==> config.mk <==
export PLATFORM = sky130hd
export DESIGN_NAME = instruction_fetch_stage_flat
export DESIGN_NICKNAME = d
export VERILOG_FILES = /design/src/rtl/instruction_fetch_stage_if.sv /design/src/rtl/instruction_fetch_stage.sv /design/src/flat_wrapper.sv
export SDC_FILE = /design/constraint.sdc
export NUM_CORES = 1
export LEC_CHECK = 0
export CAP_MARGIN = 5
export CORE_MARGIN = 2
export CORE_UTILIZATION = 45
export CTS_CLUSTER_DIAMETER = 100
export DETAILED_ROUTE_END_ITERATION = 16
export DONT_BUFFER_PORTS = 1
export SLEW_MARGIN = 20
export SYNTH_ARGS = -nofsm -noshare
export SYNTH_HDL_FRONTEND = slang
export SYNTH_SLANG_ARGS = --single-unit
==> constraint.sdc <==
create_clock -name clk -period 2.9 [get_ports clk]
set_clock_uncertainty 0.05 [all_clocks]
set_input_delay 0.87 -clock clk [delete_from_list [all_inputs] [get_ports clk]]
set_output_delay 0.87 -clock clk [all_outputs]
set_load 0.05 [all_outputs]
==> src/rtl/instruction_fetch_stage_if.sv <==
// Fetch-stage bus: redirect/stall controls and ROM word in, ROM address and IF/ID register contents out.
// The fetch stage uses the master modport; the decode/ROM side uses slave.
interface instruction_fetch_stage_if #(
    parameter int DATA_WIDTH = 32
);
    logic                  Stall;
    logic                  BranchTaken;
    logic [DATA_WIDTH-1:0] BranchTarget;
    logic                  Jump;
    logic [DATA_WIDTH-1:0] JumpTarget;
    logic [DATA_WIDTH-1:0] Instruction;
    logic [DATA_WIDTH-1:0] ProgramAddress;
    logic [DATA_WIDTH-1:0] IFID_Instruction;
    logic [DATA_WIDTH-1:0] IFID_PCPlus4;
    logic                  IFID_Valid;
    logic [DATA_WIDTH-1:0] FetchCount;
    logic                  Misaligned;

    modport master (
        input  Stall, BranchTaken, BranchTarget, Jump, JumpTarget, Instruction,
        output ProgramAddress, IFID_Instruction, IFID_PCPlus4, IFID_Valid, FetchCount, Misaligned
    );

    modport slave (
        output Stall, BranchTaken, BranchTarget, Jump, JumpTarget, Instruction,
        input  ProgramAddress, IFID_Instruction, IFID_PCPlus4, IFID_Valid, FetchCount, Misaligned
    );
endinterface

==> src/rtl/instruction_fetch_stage.sv <==
// MIPS instruction fetch stage: program counter, IF/ID pipeline register and retired-fetch counter.
// Optional macro FETCH_ALIGN_CHECK_EN forces redirect targets word-aligned and raises a sticky Misaligned flag.
module instruction_fetch_stage #(
    parameter int                    DATA_WIDTH = 32,
    parameter logic [DATA_WIDTH-1:0] RESET_PC   = 32'h0040_0000
) (
    input  logic                      clk,
    input  logic                      reset,
    instruction_fetch_stage_if.master bus
);

    localparam logic [DATA_WIDTH-1:0] PC_STEP = DATA_WIDTH'(4);

    typedef enum logic [1:0] {
        FS_RUN      = 2'd0,
        FS_HOLD     = 2'd1,
        FS_REDIRECT = 2'd2
    } fetch_mode_e;

`ifdef FETCH_ALIGN_CHECK_EN
    function automatic logic [DATA_WIDTH-1:0] align_word(input logic [DATA_WIDTH-1:0] addr);
        return {addr[DATA_WIDTH-1:2], 2'b00};
    endfunction

    function automatic logic is_misaligned(input logic [DATA_WIDTH-1:0] addr);
        return (addr[1:0] != 2'b00);
    endfunction
`endif

    logic [DATA_WIDTH-1:0] pc_q,          pc_d;
    logic [DATA_WIDTH-1:0] ifid_instr_q,  ifid_instr_d;
    logic [DATA_WIDTH-1:0] ifid_pcp4_q,   ifid_pcp4_d;
    logic                  ifid_valid_q,  ifid_valid_d;
    logic [DATA_WIDTH-1:0] fetch_cnt_q,   fetch_cnt_d;
    logic                  misaligned_q,  misaligned_d;

    fetch_mode_e           mode_s;
    logic [DATA_WIDTH-1:0] pc_plus4_s;
    logic [DATA_WIDTH-1:0] raw_target_s;
    logic [DATA_WIDTH-1:0] target_s;
    logic                  target_mis_s;

    assign pc_plus4_s   = pc_q + PC_STEP;
    assign raw_target_s = bus.Jump ? bus.JumpTarget : bus.BranchTarget;

`ifdef FETCH_ALIGN_CHECK_EN
    assign target_s     = align_word(raw_target_s);
    assign target_mis_s = is_misaligned(raw_target_s);
`else
    assign target_s     = raw_target_s;
    assign target_mis_s = 1'b0;
`endif

    // Per-cycle action: redirect outranks stall, stall outranks sequential fetch.
    always_comb begin
        mode_s = FS_RUN;
        if (bus.Jump || bus.BranchTaken) begin
            mode_s = FS_REDIRECT;
        end else if (bus.Stall) begin
            mode_s = FS_HOLD;
        end else begin
            mode_s = FS_RUN;
        end
    end

    // Next-state for PC, IF/ID and counter according to the selected action.
    always_comb begin
        pc_d         = pc_q;
        ifid_instr_d = ifid_instr_q;
        ifid_pcp4_d  = ifid_pcp4_q;
        ifid_valid_d = ifid_valid_q;
        fetch_cnt_d  = fetch_cnt_q;
        misaligned_d = misaligned_q;
        case (mode_s)
            FS_REDIRECT: begin
                // The word fetched this cycle is on the wrong path, so a bubble replaces it.
                pc_d         = target_s;
                ifid_instr_d = '0;
                ifid_pcp4_d  = '0;
                ifid_valid_d = 1'b0;
                misaligned_d = misaligned_q | target_mis_s;
            end
            FS_HOLD: begin
                pc_d         = pc_q;
                ifid_instr_d = ifid_instr_q;
                ifid_pcp4_d  = ifid_pcp4_q;
                ifid_valid_d = ifid_valid_q;
                fetch_cnt_d  = fetch_cnt_q;
            end
            FS_RUN: begin
                pc_d         = pc_plus4_s;
                ifid_instr_d = bus.Instruction;
                ifid_pcp4_d  = pc_plus4_s;
                ifid_valid_d = 1'b1;
                fetch_cnt_d  = fetch_cnt_q + DATA_WIDTH'(1);
            end
            default: begin
                pc_d         = pc_q;
                ifid_instr_d = ifid_instr_q;
                ifid_pcp4_d  = ifid_pcp4_q;
                ifid_valid_d = ifid_valid_q;
                fetch_cnt_d  = fetch_cnt_q;
            end
        endcase
    end

    // State registers with synchronous reset.
    always_ff @(posedge clk) begin
        if (reset) begin
            pc_q         <= RESET_PC;
            ifid_instr_q <= '0;
            ifid_pcp4_q  <= '0;
            ifid_valid_q <= 1'b0;
            fetch_cnt_q  <= '0;
            misaligned_q <= 1'b0;
        end else begin
            pc_q         <= pc_d;
            ifid_instr_q <= ifid_instr_d;
            ifid_pcp4_q  <= ifid_pcp4_d;
            ifid_valid_q <= ifid_valid_d;
            fetch_cnt_q  <= fetch_cnt_d;
            misaligned_q <= misaligned_d;
        end
    end

    assign bus.ProgramAddress   = pc_q;
    assign bus.IFID_Instruction = ifid_instr_q;
    assign bus.IFID_PCPlus4     = ifid_pcp4_q;
    assign bus.IFID_Valid       = ifid_valid_q;
    assign bus.FetchCount       = fetch_cnt_q;
    assign bus.Misaligned       = misaligned_q;

endmodule

==> src/flat_wrapper.sv <==
// flat-port wrapper written by rule: the top's interface ports become plain ports
module instruction_fetch_stage_flat 
#(
    parameter int                    DATA_WIDTH = 32,
    parameter logic [DATA_WIDTH-1:0] RESET_PC   = 32'h0040_0000
)
  (clk, reset, bus_Stall, bus_BranchTaken, bus_BranchTarget, bus_Jump, bus_JumpTarget, bus_Instruction, bus_ProgramAddress, bus_IFID_Instruction, bus_IFID_PCPlus4, bus_IFID_Valid, bus_FetchCount, bus_Misaligned);
  instruction_fetch_stage_if #(.DATA_WIDTH(DATA_WIDTH)) bus_i ();
  input  logic clk;
  input  logic reset;
  input wire logic [$bits(bus_i.Stall)-1:0] bus_Stall;
  input wire logic [$bits(bus_i.BranchTaken)-1:0] bus_BranchTaken;
  input wire logic [$bits(bus_i.BranchTarget)-1:0] bus_BranchTarget;
  input wire logic [$bits(bus_i.Jump)-1:0] bus_Jump;
  input wire logic [$bits(bus_i.JumpTarget)-1:0] bus_JumpTarget;
  input wire logic [$bits(bus_i.Instruction)-1:0] bus_Instruction;
  output wire logic [$bits(bus_i.ProgramAddress)-1:0] bus_ProgramAddress;
  output wire logic [$bits(bus_i.IFID_Instruction)-1:0] bus_IFID_Instruction;
  output wire logic [$bits(bus_i.IFID_PCPlus4)-1:0] bus_IFID_PCPlus4;
  output wire logic [$bits(bus_i.IFID_Valid)-1:0] bus_IFID_Valid;
  output wire logic [$bits(bus_i.FetchCount)-1:0] bus_FetchCount;
  output wire logic [$bits(bus_i.Misaligned)-1:0] bus_Misaligned;
  assign bus_i.Stall = bus_Stall;
  assign bus_i.BranchTaken = bus_BranchTaken;
  assign bus_i.BranchTarget = bus_BranchTarget;
  assign bus_i.Jump = bus_Jump;
  assign bus_i.JumpTarget = bus_JumpTarget;
  assign bus_i.Instruction = bus_Instruction;
  assign bus_ProgramAddress = bus_i.ProgramAddress;
  assign bus_IFID_Instruction = bus_i.IFID_Instruction;
  assign bus_IFID_PCPlus4 = bus_i.IFID_PCPlus4;
  assign bus_IFID_Valid = bus_i.IFID_Valid;
  assign bus_FetchCount = bus_i.FetchCount;
  assign bus_Misaligned = bus_i.Misaligned;
  instruction_fetch_stage #(.DATA_WIDTH(DATA_WIDTH), .RESET_PC(RESET_PC)) u_core (.clk(clk), .reset(reset), .bus(bus_i));
endmodule
==> impl_metrics.json, run 1 <==
{
  "ys.flop_type": "dfxtp_1",
  "die_h_um": 120,
  "start_util_pct": 45.9,
  "max-clock-path-buffers": 2,
  "area_growth_pct": 18.5,
  "cts_resized": 0,
  "stdcell_area_mm2": 0.00714,
  "synth_edf_count": 0,
  "wirelength_um": 17600,
  "power_mw": 4.67,
  "vias": 5334,
  "cp-start-kind": "flop",
  "cts_sinks": 129,
  "final_cells": 928,
  "num-nets-final": 843,
  "dpl.cell_count": 897,
  "io_buffer_count": 0,
  "clkPwrFrac_pct": 50.2,
  "ios": 231,
  "setup_viol": 0,
  "power_switching_share_pct": 24.8,
  "grt_usage_pct": 24.1,
  "p_leak_nw": 2.47,
  "ir_drop_mv": 0.392,
  "synthArstFlopShare_pct": 0,
  "hold_buffers": 0,
  "max_cap_violations": 0,
  "firstDrtPassIters": 5,
  "r2r_end": "u_core.bus.ProgramAddress[28]",
  "seq_area_mm2": 0.00258,
  "min_path_type": "flop to flop",
  "drc": 0,
  "end_kind": "flop",
  "fp.dieW_um": 120,
  "relSlewSlack_pct": 44.8,
  "ys_seq_elements": 129,
  "final_util_pct": 54.3,
  "worst_slack_ns": 0.573,
  "grt_pass1_wl_um": 26900,
  "yosysTopAreaCellShare_pct": 42.9,
  "synth.distinct_cells": 51,
  "first_iter_violations": 391,
  "yosysSeqAreaShare_pct": 42.9,
  "cts_tree": "built",
  "comb_power_share_pct": 8.5,
  "rows": 42,
  "max_freq_ghz": 0.430,
  "gp_congestion": 0.844,
  "p_seq_share_pct": 41.3,
  "min_to": "u_core.bus.FetchCount[1]",
  "yosys.area.top_type": "dfxtp_1",
  "antenna_found_initial": 0,
  "clock_latency_ns": 0.42,
  "power_density_mw_per_mm2": 655,
  "r2r_slack_ns": 0.57,
  "synth_most_common_cell": "dfxtp_1",
  "synth_area_per_cell_um2": 8.48,
  "worstPathRequired_ns": 3.16,
  "grt.overflow.total": 0,
  "post-route-period-util_pct": 80.2,
  "vias_per_cell": 5.75,
  "r2r_start": "u_core.bus.ProgramAddress[10]",
  "hold_ws_ns": 0.463,
  "worstPathArrival_ns": 2.58,
  "h-tree-depth": 4,
  "diodes": 0,
  "worst_pin_slew_ns": 0.828,
  "grt_max_degree": 114,
  "path_cells": "nand4_2, or4_4, nor4_2, a21oi_1, o2bb2a_1",
  "core_mm2": 0.0131,
  "internal_power_mw": 3.52,
  "hold_depth": 2,
  "cts_root_buf": "clkbuf_16",
  "cts_buffers": 17,
  "dpl_cell_area_mm2": 0.00650,
  "final-hold-violation-count": 0,
  "cpMaxStageDelayCell": "or4_4",
  "netlist_area_mm2": 0.00603,
  "path_class": "flop to flop",
  "grt_pass1_vias": 4978,
  "synthTopCellsByCount": "dfxtp_1 (129), nor2_1 (101), xnor2_1 (62)",
  "status": "finished, final reports clean",
  "cts_setup_buffers": 0,
  "nFillCells": 1238,
  "rr_worst_depth": 5,
  "final_max_slew_viol_count": 0,
  "min_from": "u_core.bus.FetchCount[1]",
  "multi_input_area_mm2": 0.00319,
  "power.net_switching_mw": 1.16,
  "rsz0062_at_grt": "false",
  "drive_gt1_share_pct": 15.3,
  "dpl.hpwl_um": 12600,
  "cpPeakStageDelay_ns": 0.73,
  "ys_warn_count": 0,
  "clk_pin_slew_ns": 0.06,
  "fin_crit_ns": 2.33,
  "setup_tns_ns": 0,
  "ant_nets": 0,
  "die-area_mm2": 0.0143,
  "synthTopCellsByArea": "dfxtp_1 (43%), xnor2_1 (9.0%), nor2_1 (6.3%)",
  "drt-wirelength-per-cell_um": 19.0,
  "syn_inst": 711,
  "synth_fp_nets": 814,
  "dp_slack_ns": 0.446,
  "crit_fanout": 21
}
-- cell usage in the layout, fill, tap and decap left out, types with 15 or more instances in the layout --
cell type,netlist,final
xnor2_1,62,62
o21ai_0,24,24
nand3_1,18,18
dfxtp_1,129,129
o21ai_1,15,15
nor2_1,101,101
a211oi_1,16,16
nand2_1,58,58
a21oi_1,30,30
buf_4,1,59
o22ai_1,18,18
inv_1,16,16
clkbuf_16,0,17
nor3_1,25,24
a22oi_1,43,43
-- power by group through the flow --
stage | sequential, mW | combinational (mW) | clock [mW]
after floorplan | 2.08 | 0.217 | 0
after global placement | 1.97 | 0.390 | 0
after detailed placement | 1.97 | 0.397 | 0
after CTS | 1.93 | 0.399 | 2.38
after global routing | 1.94 | 0.426 | 2.45
final | 1.93 | 0.399 | 2.34
-- how the worst max path moves through the flow --
stage,startpoint,endpoint,slack (ns)
final,u_core.bus.ProgramAddress[10],u_core.bus.ProgramAddress[28],0.57
after global placement,bus_Stall,u_core.bus.FetchCount[30],0.56
after CTS,u_core.bus.FetchCount[9],u_core.bus.FetchCount[31],0.57
after detailed placement,bus_Stall,u_core.bus.FetchCount[24],0.45
after global routing,u_core.bus.FetchCount[9],u_core.bus.FetchCount[31],0.45
after floorplan,u_core.bus.ProgramAddress[7],u_core.bus.ProgramAddress[27],0.37
-- state kept, by name, indices dropped and copies added, names as in the netlist --
register,flops
u_core.bus.FetchCount,32
u_core.bus.IFID_Instruction,32
u_core.bus.IFID_Valid,1
u_core.bus.IFID_PCPlus4,32
u_core.bus.ProgramAddress,32
-- kinds of logic (layout without fill, tap and decap cells) --
logic type	Yosys count	in the layout	synth area share, %
buf+inv	66	107	4.36
mux	7	7	1.18
xor+xnor	69	69	10.0
compound gates	161	161	17.4
fa+ha+maj	2	2	0.415
other cells	1	1	0.0622
simple gates	276	276	23.7
flops	129	129	42.9
-- worst max-delay path, delay by kind of cell (launching register included) --
family / cells / cell delay, ns
DFF: 1 / 0.36
and+or+nand+nor: 3 / 1.36
AOI/OAI and AO/OA: 2 / 0.43
-- per-layer routing --
metal / vias up / track usage, % / wire (µm)
met5: - / 0 / 0
met4: 0 / 6.84 / 163
met3: 12 / 9.03 / 1550
met2: 209 / 42.0 / 8820
met1: 2545 / 27.6 / 7110
li1: 2568 / - / -
-- layout make-up --
type / count / share of cell area (%)
inverter: 17 / 0.894
timing repair buffer: 59 / 6.21
multi-input combinational: 516 / 44.6
clock buffer: 20 / 6.40
sequential: 129 / 36.2
clock inverter: 11 / 2.59
tap: 176 / 3.09
Power figures use the tool's default switching activity.
==> run 2: changes to the inputs <==
Clock period 2.9 ns to 2.2 ns, I/O delays scaled along.
==> impl_metrics.json, run 2 (synthesis gave the netlist of run 1 again) <==
{
  "power_density_mw_per_mm2": 778,
  "grt.overflow.total": 0,
  "dpl_cell_area_mm2": 0.00675,
  "mostFrequentLayoutCell": "dfxtp_1",
  "final_util_pct": 56.0,
  "h-tree-depth": 4,
  "grt_pass1_vias": 5314,
  "final_cells": 957,
  "crit_path_start": "u_core.bus.ProgramAddress[10]",
  "dr_wl_met3_um": 1520,
  "setup_tns_ns": 0,
  "stdcell_area_mm2": 0.00736,
  "grt_usage_pct": 24.7,
  "crit_fanout": 6,
  "die-area_mm2": 0.0143,
  "cts_root_buf": "clkbuf_16",
  "cpPeakStageDelay_ns": 0.61,
  "relSlewSlack_pct": 60.0,
  "wl_met1_um": 7320,
  "worst_slack_ns": 0.0983,
  "max_cap_violations": 0,
  "ios": 231,
  "worstPathArrival_ns": 2.39,
  "nFillCells": 1207,
  "clock_latency_ns": 0.42,
  "worst_pin_slew_ns": 0.599,
  "post-route-period-util_pct": 95.5,
  "routed.top_layer": "met4",
  "fp.dieW_um": 120,
  "drt-wirelength-per-cell_um": 18.9,
  "hold_ws_ns": 0.259,
  "start_util_pct": 45.9,
  "diodes": 0,
  "hold_buffers": 0,
  "min_from": "reset",
  "cts_tree": "built",
  "path_buf_inv": 1,
  "final_cell_mix": "dfxtp_1 (109), nor2_1 (101), buf_4 (83)",
  "gp_congestion": 0.873,
  "final_max_slew_viol_count": 0,
  "ant_nets": 0,
  "cts_sinks": 129,
  "dpl.hpwl_um": 12900,
  "firstDrtPassIters": 4,
  "setup_viol": 0,
  "grt_max_degree": 114,
  "first_iter_violations": 312,
  "core_mm2": 0.0131,
  "dpl.cell_count": 922,
  "max-clock-path-buffers": 2,
  "r2r_start": "u_core.bus.ProgramAddress[10]",
  "area_growth_pct": 22.2,
  "cp-start-kind": "flop",
  "clk_pin_slew_ns": 0.06,
  "critPathTopFamily": "simple AND/OR/NAND/NOR gates",
  "wl_met2_um": 8910,
  "min_path_type": "primary input to flop",
  "dp_slack_ns": 0.0546,
  "io_buffer_count": 0,
  "fin_crit_ns": 2.10,
  "worstPathRequired_ns": 2.49,
  "end_kind": "flop",
  "p_leak_nw": 2.60,
  "rows": 42,
  "final-hold-violation-count": 0,
  "antenna_found_initial": 0,
  "path_class": "flop to flop",
  "cts_buffers": 17,
  "grt_pass1_wl_um": 27900,
  "ir_drop_mv": 0.473,
  "status": "finished, final reports clean",
  "rsz0062_at_grt": "false",
  "drive_gt1_share_pct": 21.3,
  "num-nets-final": 871,
  "vias": 5437,
  "path_cells": "nand4_2, or4_4, buf_4, nor4_4, xnor2_1, a211oi_2",
  "max_freq_ghz": 0.476,
  "vias_per_cell": 5.68,
  "die_h_um": 120,
  "wirelength_um": 18000,
  "power_mw": 5.73,
  "drc": 0,
  "cpMaxStageDelayCell": "or4_4"
}
==> run 2: worst reg2reg max path, delay by kind of cell (launching register included) <==
family	cells	cell delay (ns)
and+or+nand+nor	3	1.09
DFF	1	0.34
AOI/OAI and AO/OA	1	0.22
buffers and inverters	1	0.20
xor gates and xnor gates	1	0.12
==> run 2: timing repair <==
action,in CTS,in global routing
endpoints found under the hold margin,0,0
buffers inserted,0,2
endpoints found under the setup margin,0,4
resized for setup,0,4
==> run 2: path summary, 6_finish.rpt <==
check	slack (ns)	end	cells after the start
min reg2reg	0.45	u_core.bus.FetchCount[1]	2
max	0.1	u_core.bus.ProgramAddress[21]	6
max reg2reg	0.1	u_core.bus.ProgramAddress[21]	6
min	0.26	u_core.bus.ProgramAddress[30]	1
==> run 2: area by class of cell <==
type | count | area (µm²) | area share, %
clock inverters | 12 | 82.6 | 1.12
multi-input cells | 517 | 3220 | 43.8
repair buffers | 86 | 683 | 9.28
well taps | 176 | 220 | 2.99
flip-flops and latches | 129 | 2610 | 35.5
clock buffers | 20 | 478 | 6.49
inverters | 17 | 63.8 | 0.867
==> run 2: per-layer routing <==
layer  global-route usage [%]  vias up
met3                     8.84       25
li1                         -     2632
met2                     42.2      222
met1                     28.7     2558
met5                        0        -
met4                     8.60        0
==> run 2: power breakdown <==
group	total, mW	internal (mW)	switching (mW)	leakage, nW
clock network	2.63	1.56	1.07	0.273
registers	2.54	2.41	0.133	1.06
logic	0.554	0.195	0.359	1.27
